## config.mk

```make
export PLATFORM = sky130hd
export DESIGN_NAME = regfile_writeback
export DESIGN_NICKNAME = d
export VERILOG_FILES = /design/src/rtl/regfile_writeback.sv
export SDC_FILE = /design/constraint.sdc
export NUM_CORES = 1
export LEC_CHECK = 0
export CORE_MARGIN = 1.5
export CORE_UTILIZATION = 53
export DETAILED_ROUTE_END_ITERATION = 8
export PLACE_DENSITY = 0.95
export SLEW_MARGIN = 5
export SYNTH_ARGS = -nofsm -noshare
export SYNTH_HDL_FRONTEND = slang
export SYNTH_SLANG_ARGS = --single-unit
```

## constraint.sdc

```tcl
create_clock -name clk -period 4.4 [get_ports clk]
set_input_delay 0.88 -clock clk [delete_from_list [all_inputs] [get_ports clk]]
set_output_delay 0.88 -clock clk [all_outputs]
set_load 0.005 [all_outputs]
```

## src/rtl/regfile_writeback.sv

```systemverilog
// rtl/regfile_writeback.sv - round-robin ALU/LSU write-back FIFO driving the register file write port.
// Optional operand forwarding from buffered entries when WB_BYPASS_EN is defined.
module regfile_writeback #(
  parameter int DATA_WIDTH     = 8,
  parameter int REG_ADDR_WIDTH = 3,
  parameter int DEPTH          = 4,
  localparam int NUM_REGS      = 1 << REG_ADDR_WIDTH,
  localparam int CW            = $clog2(DEPTH) + 1
) (
  input  logic                      clk,
  input  logic                      rst,
  input  logic                      alu_valid,
  output logic                      alu_ready,
  input  logic [REG_ADDR_WIDTH-1:0] alu_addr,
  input  logic [DATA_WIDTH-1:0]     alu_data,
  input  logic                      lsu_valid,
  output logic                      lsu_ready,
  input  logic [REG_ADDR_WIDTH-1:0] lsu_addr,
  input  logic [DATA_WIDTH-1:0]     lsu_data,
  input  logic                      wb_hold,
  output logic                      rf_write_en,
  output logic [REG_ADDR_WIDTH-1:0] rf_write_addr,
  output logic [DATA_WIDTH-1:0]     rf_write_data,
  output logic [NUM_REGS-1:0]       pending,
  output logic [CW-1:0]             count,
  input  logic [REG_ADDR_WIDTH-1:0] fwd_addr1,
  input  logic [REG_ADDR_WIDTH-1:0] fwd_addr2,
  output logic                      fwd_hit1,
  output logic                      fwd_hit2,
  output logic [DATA_WIDTH-1:0]     fwd_data1,
  output logic [DATA_WIDTH-1:0]     fwd_data2
);

  localparam int PW = $clog2(DEPTH);

  logic [PW-1:0]             wr_ptr;
  logic [PW-1:0]             rd_ptr;
  logic [DEPTH-1:0]          entry_valid;
  logic [REG_ADDR_WIDTH-1:0] entry_addr [DEPTH];
  logic [DATA_WIDTH-1:0]     entry_data [DEPTH];
  logic                      last_grant_lsu;

  logic                      grant_alu;
  logic                      grant_lsu;
  logic                      full;
  logic                      alu_fire;
  logic                      lsu_fire;
  logic                      push;
  logic                      pop;
  logic [REG_ADDR_WIDTH-1:0] push_addr;
  logic [DATA_WIDTH-1:0]     push_data;

  // On a tie the source that did not win last time is granted.
  assign grant_alu = alu_valid && (!lsu_valid || last_grant_lsu);
  assign grant_lsu = lsu_valid && !grant_alu;
  assign full      = (count == CW'(DEPTH));
  assign alu_ready = grant_alu && !full;
  assign lsu_ready = grant_lsu && !full;
  assign alu_fire  = alu_valid && alu_ready;
  assign lsu_fire  = lsu_valid && lsu_ready;
  assign push_addr = alu_fire ? alu_addr : lsu_addr;
  assign push_data = alu_fire ? alu_data : lsu_data;
  // Writes to r0 are acknowledged but never buffered.
  assign push      = (alu_fire || lsu_fire) && (push_addr != '0);
  assign pop       = rf_write_en;

  assign rf_write_en   = (count != '0) && !wb_hold;
  assign rf_write_addr = rf_write_en ? entry_addr[rd_ptr] : '0;
  assign rf_write_data = rf_write_en ? entry_data[rd_ptr] : '0;

  always_ff @(posedge clk or posedge rst) begin
    if (rst) begin
      wr_ptr         <= '0;
      rd_ptr         <= '0;
      count          <= '0;
      entry_valid    <= '0;
      last_grant_lsu <= 1'b1;
    end else begin
      if (alu_fire)
        last_grant_lsu <= 1'b0;
      else if (lsu_fire)
        last_grant_lsu <= 1'b1;
      if (push) begin
        entry_valid[wr_ptr] <= 1'b1;
        wr_ptr              <= wr_ptr + 1'b1;
      end
      if (pop) begin
        entry_valid[rd_ptr] <= 1'b0;
        rd_ptr              <= rd_ptr + 1'b1;
      end
      if (push && !pop)
        count <= count + 1'b1;
      else if (pop && !push)
        count <= count - 1'b1;
    end
  end

  always_ff @(posedge clk) begin
    if (push) begin
      entry_addr[wr_ptr] <= push_addr;
      entry_data[wr_ptr] <= push_data;
    end
  end

  always_comb begin
    pending = '0;
    for (int i = 0; i < DEPTH; i++)
      if (entry_valid[i])
        pending = pending | (NUM_REGS'(1) << entry_addr[i]);
  end

`ifdef WB_BYPASS_EN
  // Scan oldest to newest so the newest match overwrites older ones.
  always_comb begin
    fwd_hit1  = 1'b0;
    fwd_hit2  = 1'b0;
    fwd_data1 = '0;
    fwd_data2 = '0;
    for (int i = 0; i < DEPTH; i++) begin
      if (entry_valid[rd_ptr + PW'(i)] && fwd_addr1 != '0 &&
          entry_addr[rd_ptr + PW'(i)] == fwd_addr1) begin
        fwd_hit1  = 1'b1;
        fwd_data1 = entry_data[rd_ptr + PW'(i)];
      end
      if (entry_valid[rd_ptr + PW'(i)] && fwd_addr2 != '0 &&
          entry_addr[rd_ptr + PW'(i)] == fwd_addr2) begin
        fwd_hit2  = 1'b1;
        fwd_data2 = entry_data[rd_ptr + PW'(i)];
      end
    end
  end
`else
  logic unused_fwd;
  assign unused_fwd = ^{fwd_addr1, fwd_addr2};
  assign fwd_hit1   = 1'b0;
  assign fwd_hit2   = 1'b0;
  assign fwd_data1  = '0;
  assign fwd_data2  = '0;
`endif

endmodule
```

# After elaboration in Yosys (flattened, before gate mapping)
# Memories as Yosys holds them, arrays and structs flattened.
# Cells that the tools add are included.
# word_totals
mem_bits_rw,44
output_inout_bits,43
elab_cells,70
regBits,12
n_memories,2
in_bits,33
# classes
muxes,20
n_lt_le_gt_ge,4
bitwise,6
n_shift,4
addsub,4
reduce_logical,24
eq_ne,1
# memory_table
name,words,width,rd,rd_ports_with_merged_regs,wr,line,text
entry_data,4,8,1,0,1,40,logic [DATA_WIDTH-1:0] entry_data [DEPTH];
entry_addr,4,3,5,0,1,39,logic [REG_ADDR_WIDTH-1:0] entry_addr [DEPTH];
# op_table
operator,count
$mux 8,6
$shl 1x3->8 const A,4
$or 8x8->8,3
$logic_and 1x1->1,12
$mux 3,4
$mux 4,2
$logic_not 1->1,6
$lt 2x3->1 const B,2
$mux 1,6
$reduce_bool 3->1,2
$add 2x1->2 const B,2
$and 4x4->4,1
$demux 1 s2,2
$ge 2x1->1 const B,2
$not 4->4,1
$or 4x4->4,1
$reduce_bool 2->1,2
$add 3x1->3 const B,1
$eq 3x3->1 const B,1
$sub 3x1->3 const B,1
$logic_or 1x1->1,2

# Depth between registers and ports, before layout
# Gate-level depths: netlist (run 1).
# logic_depth
depth_word,13
mapped_depth,10
depth_no_buf,9

# Least setup slack after synthesis (run 1)
# No wires, ideal clock.
# synth_timing
kind,input -> output
from,in wb_hold
to,out rf_write_data[1]
path_stages,4
t_arrival_ns,1.617
n_path_buf,1
setup_slack_ns,1.903
required_time_ns,3.520
path_cell_list,or2_2 > clkinv_1 > buf_2 > and2_1
# synth_via
elab_chain_len,3
# synth_rtl
item,line,text
from (decl),20,"input logic wb_hold,"
$logic_not 1->1,67,assign rf_write_en = (count != '0) && !wb_hold;
$logic_and 1x1->1,67,
net rf_write_en,21,"output logic rf_write_en,"
$mux 8,69,assign rf_write_data = rf_write_en ? entry_data[rd_ptr] : '0;
to (decl),23,"output logic [DATA_WIDTH-1:0] rf_write_data,"
# The timed path passes the listed nets, and every way through them passes these cells.

# Final worst setup path (run 1)
# layout_timing
from,in wb_hold
to,out rf_write_data[6]
# layout_via
elab_chain_len,3
# layout_rtl
item,line
$logic_not 1->1,67
$logic_and 1x1->1,67
$mux 8,69
# No other way between the ends.

==> impl_metrics.env, run 1 <==
export IMPL_run_status="finished, final reports clean"
export IMPL_post_route_min_period_ns=3.51
export IMPL_tritoncts_clock_tree="done"
export IMPL_drive_gt1_frac=0.139
export IMPL_floorplan_initialDensity=0.545
export IMPL_worstSkewPairLatency_ns=0.30
export IMPL_setup_total_negative_slack_ns=0
export IMPL_floorplan_die_width_um=77.8
export IMPL_power_total_mw=2.05
export IMPL_hold_buffers=0
export IMPL_report_final_setup_viol=0
export IMPL_synth_cells=214
export IMPL_cp_end_kind="primary output"
export IMPL_ys_types=44
export IMPL_power_static_leakage_nw=1.29
export IMPL_synth_area_per_cell_um2=13.9
export IMPL_fin_ws_ns=0.888
export IMPL_port_buffers=51
export IMPL_crit_share_post_route=0.798
export IMPL_timing_final_hold_violations=0
export IMPL_postRouteAntennaNets=0
export IMPL_postSynth_asyncResetShare=0.214
export IMPL_grt_setup_unrepaired="false"
export IMPL_ys_ff_latch=56
export IMPL_yosys_area_top_type="edfxtp_1"
export IMPL_worst_ep_required_time_ns=3.52
export IMPL_area_share_of_the_leading_cell_type_in_the_synthesized_netlist=0.445
export IMPL_clock_sinks=56
export IMPL_cts_max_path_buffers=2
export IMPL_syn_cell_area_um2=2970
export IMPL_yosys_top_cells_area="edfxtp_1 45%, dfrtp_1 9.3%, mux4_2 8.4%"
export IMPL_crit_arrival_ns=2.63
export IMPL_flow_area_growth_from_synthesis_pct=19.3
export IMPL_timing_slew_headroom=0.457
export IMPL_drtIter0Drc=103
export IMPL_grt_pass1_wl_um=9470
export IMPL_die_height_um=77.8
export IMPL_fillers=380
export IMPL_synthTopCellsByCount="44 x edfxtp_1, 19 x buf_4, 15 x and2_1"
export IMPL_grt_usage=0.206
export IMPL_fin_nets=309
export IMPL_diodes=0
export IMPL_yosysSeqAreaShare=0.547
export IMPL_grt_pass1_vias=1909
export IMPL_count_of_flip_flops_with_a_built_in_enable_after_synthesis=44
export IMPL_dp_slack_ns=0.876
export IMPL_pin_count_of_the_biggest_net_entering_global_routing=20
export IMPL_placement_rows=27
export IMPL_synth_most_common_cell="edfxtp_1"
export IMPL_final_core_utilization=0.651
export IMPL_hold_class="register to register"
export IMPL_dp_hpwl_um=4140
export IMPL_cts_buffers=5
export IMPL_critPathLaunchType="input port"
export IMPL_first_pass_iters=4
export IMPL_path_clk_slew_ns=0.10
export IMPL_antenna_violations_before_repair=0
export IMPL_worst_ir_drop_vdd_uv=396
export IMPL_slew_viol_final=0
export IMPL_finalClockSkew_ns=0.0115
export IMPL_number_of_vias_per_cell_after_detailed_routing=5.70
export IMPL_top_level_ports=76
export IMPL_p_per_area_nw_per_um2=579
export IMPL_wirelength_um=5770
export IMPL_max_clock_freq_mhz=285
export IMPL_ctsRootBufferMaster="clkbuf_8"
export IMPL_cts_resized=0
export IMPL_reg2reg_setup_slack_ns=1.74
export IMPL_wire_per_inst_um=17.0
export IMPL_vias=1931
export IMPL_routabilityCongestion=0.857
export IMPL_tightest_slew_ns=0.815
export IMPL_route_detailed_drc=0
export IMPL_overflow=0
export IMPL_design_die_area_um2=6060
export IMPL_core_area_um2=5440
export IMPL_cts_repair_timing_setup_buffer_count=0
export IMPL_ys_flop_type="edfxtp_1"
export IMPL_drv_cap=0
export IMPL_yosysWarnings=0
export IMPL_timing_worst_setup_path_type="input port to primary output"
export IMPL_h_tree_depth=2
export IMPL_crit_path_max_fanout=19
-- registers in the layout, indices dropped and copies added (netlist names) --
| register | flops |
|---|---|
| entry_addr | 12 |
| rd_ptr | 2 |
| last_grant_lsu | 1 |
| wr_ptr | 2 |
| entry_valid | 4 |
| count | 3 |
| entry_data | 32 |
-- cell type report --
class	instances	area, um2	area share
Inverter	11	41.3	0.0117
Tap cell	72	90.1	0.0255
Clock buffer	6	72.6	0.0205
Timing Repair Buffer	51	510	0.144
Sequential cell	56	1620	0.458
Multi-Input combinational cell	141	1190	0.337
Clock inverter	2	11.3	0.00318
-- layout by cell type (no fill, tap or decap), drive strengths merged, types with 3 or more instances in the layout --
master and n:
o221ai 3, nand2b 4, nor3 3, nor2b 3, clkdlybuf4s50 51, nor2 7, ha 9, nand2 6
mux2 13, mux4 11, nand3b 4, and2 15, nand4b 3, a31oi 4, inv 10, o21a 4
xnor2 3, a21oi 6, dfrtp 11, conb 18, edfxtp 44, clkbuf 6, nand3 3
-- through the flow --
step	cell area (um2)	std cells	hold slack, ns
6_report	3540	339	0.545
5_1_grt	3540	339	0.575
4_1_cts	3540	339	0.543
3_5_place_dp	3460	331	0.528
3_3_place_gp	3460	331	0.511
2_1_floorplan	3030	231	0.497
-- per-layer routing --
metal	vias up	routed length (um)	global-route usage
li1	864	-	-
met1	964	2380	0.267
met2	97	2930	0.343
met3	6	415	0.0447
met4	0	42	0.0673
met5	-	0	0
-- kinds of logic after synthesis --
kind of cell / after synthesis / synth area share
adders and majority gates: 10 / 0.0447
muxes: 24 / 0.134
other: 1 / 0.00126
xor gates and xnor gates: 5 / 0.0148
buffers and inverters: 34 / 0.0730
AOI/OAI and AO/OA: 25 / 0.0607
DFF: 56 / 0.547
and+or+nand+nor: 59 / 0.124
-- path summary, 6_finish.rpt --
kind	start	end	depth (start not counted)
max	wb_hold	rf_write_data[6]	5
min	count[2]	count[2]	1
max reg2reg	last_grant_lsu	count[2]	9
min reg2reg	count[2]	count[2]	1
max in group asynchronous	rst	last_grant_lsu	2
min in group asynchronous	rst	entry_valid[2]	2
-- power by group --
part | internal [mW] | total (mW) | switching [mW]
Combinational | 0.482 | 0.839 | 0.356
Sequential | 0.771 | 0.947 | 0.176
Clock | 0.111 | 0.263 | 0.152
Total | 1.36 | 2.05 | 0.684
-- critical path, cell delays in order --
cell and delay [ns]:
clkdlybuf4s50_1 0.44, or2_2 0.11, clkinv_1 0.41, and2_1 0.32
clkdlybuf4s50_1 0.47
(Power assumes the default switching activity.)
==> inputs of run 2 (changes only) <==
--- a/config.mk
+++ b/config.mk
@@ -6,9 +6,9 @@
 export NUM_CORES = 1
 export LEC_CHECK = 0
 export CORE_MARGIN = 1.5
-export CORE_UTILIZATION = 53
+export CORE_UTILIZATION = 49
 export DETAILED_ROUTE_END_ITERATION = 8
-export PLACE_DENSITY = 0.95
+export PLACE_DENSITY = 0.91
 export SLEW_MARGIN = 5
 export SYNTH_ARGS = -nofsm -noshare
 export SYNTH_HDL_FRONTEND = slang
==> constraint.sdc (replaced) <==
create_clock -name clk -period 3.7 [get_ports clk]
set_input_delay 0.74 -clock clk [delete_from_list [all_inputs] [get_ports clk]]
set_output_delay 0.74 -clock clk [all_outputs]
set_load 0.005 [all_outputs]
==> impl_metrics.env, run 2 (synthesized netlist as in run 1, its figures left out) <==
export IMPL_sequential_standard_cell_area_um2=1620
export IMPL_timing_slew_headroom=0.589
export IMPL_port_buffers=51
export IMPL_cts_buffers=5
export IMPL_drive_gt1_frac=0.156
export IMPL_slew_viol_final=0
export IMPL_setup_total_negative_slack_ns=0
export IMPL_p_per_area_nw_per_um2=687
export IMPL_multiInputGateArea_um2=1190
export IMPL_cts_repair_timing_setup_buffer_count=0
export IMPL_drtIter0Drc=107
export IMPL_cp_cell_sequence="clkdlybuf4s50_1 > or2_2 > clkinv_1 > and2_1 > clkdlybuf4s50_1"
export IMPL_layout_cells_non_filler=345
export IMPL_core_area_um2=5890
export IMPL_worst_ep_required_time_ns=2.96
export IMPL_tritoncts_clock_tree="done"
export IMPL_hold_class="register to register"
export IMPL_layout_cells_most_common_list="51 x clkdlybuf4s50_1, 44 x edfxtp_1, 18 x conb_1"
export IMPL_clock_sinks=56
export IMPL_max_clock_freq_mhz=311
export IMPL_crit_arrival_ns=2.48
export IMPL_h_tree_depth=2
export IMPL_top_level_ports=76
export IMPL_dp_hpwl_um=4080
export IMPL_overflow=0
export IMPL_critPathLaunchType="input port"
export IMPL_min_delay_worst_endpoint="last_grant_lsu"
export IMPL_placement_rows=28
export IMPL_register_name_with_the_most_flops="entry_data"
export IMPL_pin_count_of_the_biggest_net_entering_global_routing=20
export IMPL_layout_cells_most_common="clkdlybuf4s50_1"
export IMPL_floorplan_die_width_um=80.8
export IMPL_postRouteAntennaNets=0
export IMPL_hp_start="last_grant_lsu"
export IMPL_tightest_slew_ns=0.617
export IMPL_r2r_end="count[1]"
export IMPL_worstSkewPairLatency_ns=0.31
export IMPL_routabilityCongestion=0.861
export IMPL_diodes=0
export IMPL_critPathMaxStageDelay_ns=0.47
export IMPL_timing_critical_path_slowest_stage_cell="clkdlybuf4s50_1"
export IMPL_largest_register_ff_count=32
export IMPL_path_clk_slew_ns=0.10
export IMPL_grt_setup_unrepaired="false"
export IMPL_route_detailed_drc=0
export IMPL_run_status="finished, final reports clean"
export IMPL_floorplan_initialDensity=0.504
export IMPL_die_height_um=80.8
export IMPL_first_pass_iters=4
export IMPL_report_final_setup_viol=0
export IMPL_power_static_leakage_nw=1.31
export IMPL_grt_usage=0.190
export IMPL_number_of_vias_per_cell_after_detailed_routing=5.42
export IMPL_vias=1871
export IMPL_fillers=467
export IMPL_reg_largest_list="entry_data (32), entry_addr (12), entry_valid (4)"
export IMPL_drv_cap=0
export IMPL_hold_depth=2
export IMPL_flow_area_growth_from_synthesis_pct=20.5
export IMPL_cts_max_path_buffers=2
export IMPL_antenna_violations_before_repair=0
export IMPL_wire_per_inst_um=16.0
export IMPL_ctsRootBufferMaster="clkbuf_8"
export IMPL_reg2regPathDepth=8
export IMPL_grt_pass1_vias=1829
export IMPL_cts_resized=0
export IMPL_worst_ir_drop_vdd_uv=368
export IMPL_cp_end_kind="primary output"
export IMPL_post_route_min_period_ns=3.22
export IMPL_timing_worst_setup_path_type="input port to primary output"
export IMPL_crit_share_post_route=0.870
export IMPL_hold_buffers=0
export IMPL_wirelength_um=5520
export IMPL_finalClockSkew_ns=0.00988
export IMPL_place_detailed_instances=337
export IMPL_fin_nets=312
export IMPL_reg2reg_setup_slack_ns=1.30
export IMPL_grt_pass1_wl_um=9110
export IMPL_cpMostUsedCell="clkdlybuf4s50_1"
export IMPL_crit_path_max_fanout=19
export IMPL_worst_r2r_startpoint="count[0]"
export IMPL_timing_final_hold_violations=0
export IMPL_design_die_area_um2=6530
run 2: changes by cell type in the layout (fill, tap and decap cells not counted):
| cell | previous run | this run |
|---|---|---|
| buf_4 | 0 | 3 |
| clkbuf_1 | 1 | 0 |
| clkinv_1 | 2 | 1 |
| clkinv_2 | 0 | 1 |
| clkinv_4 | 0 | 1 |
| clkinvlp_4 | 1 | 0 |
| inv_6 | 0 | 1 |
run 2: how the worst max path moves through the flow:
| stage | from | end | slack (ns) |
|---|---|---|---|
| finish | wb_hold | rf_write_data[0] | 0.48 |
| global placement | wb_hold | rf_write_data[3] | 0.48 |
| detailed placement | wb_hold | rf_write_data[0] | 0.47 |
| floorplan | lsu_valid | count[2] | 1.41 |
| CTS | wb_hold | rf_write_data[0] | 0.46 |
| global route | wb_hold | rf_write_data[3] | 0.33 |
run 2: worst max-delay path, delay by kind of cell:
kind                   cells  cell delay [ns]
buffers and inverters      3             1.31
and+or+nand+nor            2             0.42
run 2: layer usage:
metal / GRT usage / share of wire / vias up
met5: 0 / 0 / -
met4: 0.0741 / 0.013 / 0
met3: 0.0315 / 0.054 / 5
met2: 0.318 / 0.52 / 75
met1: 0.247 / 0.41 / 919
li1: - / - / 872
run 2: per-stage QoR:
stage | worst slack [ns] | util | hold slack (ns) | cell area, um2 | power (mW)
floorplan | 1.41 | - | 0.497 | 3030 | 1.74
global placement | 0.483 | 0.592 | 0.518 | 3480 | 2.10
detailed placement | 0.466 | 0.592 | 0.529 | 3480 | 2.15
CTS | 0.457 | 0.607 | 0.556 | 3570 | 2.48
global route | 0.325 | 0.607 | 0.570 | 3570 | 2.64
finish | 0.480 | 0.607 | 0.550 | 3570 | 2.45
run 2: power breakdown:
| group | total (mW) | switching (mW) | internal, mW |
|---|---|---|---|
| Clock | 0.336 | 0.200 | 0.136 |
| Combinational | 1.01 | 0.423 | 0.590 |
| Sequential | 1.11 | 0.190 | 0.916 |
| Total | 2.45 | 0.813 | 1.64 |
run 2: cell type report:
type	count	share of cell area
clock buffers	5	0.0193
multi-input cells	141	0.333
flip-flops and latches	56	0.454
well taps	75	0.0263
inverters	11	0.0116
repair buffers	54	0.149
clock inverters	3	0.00630
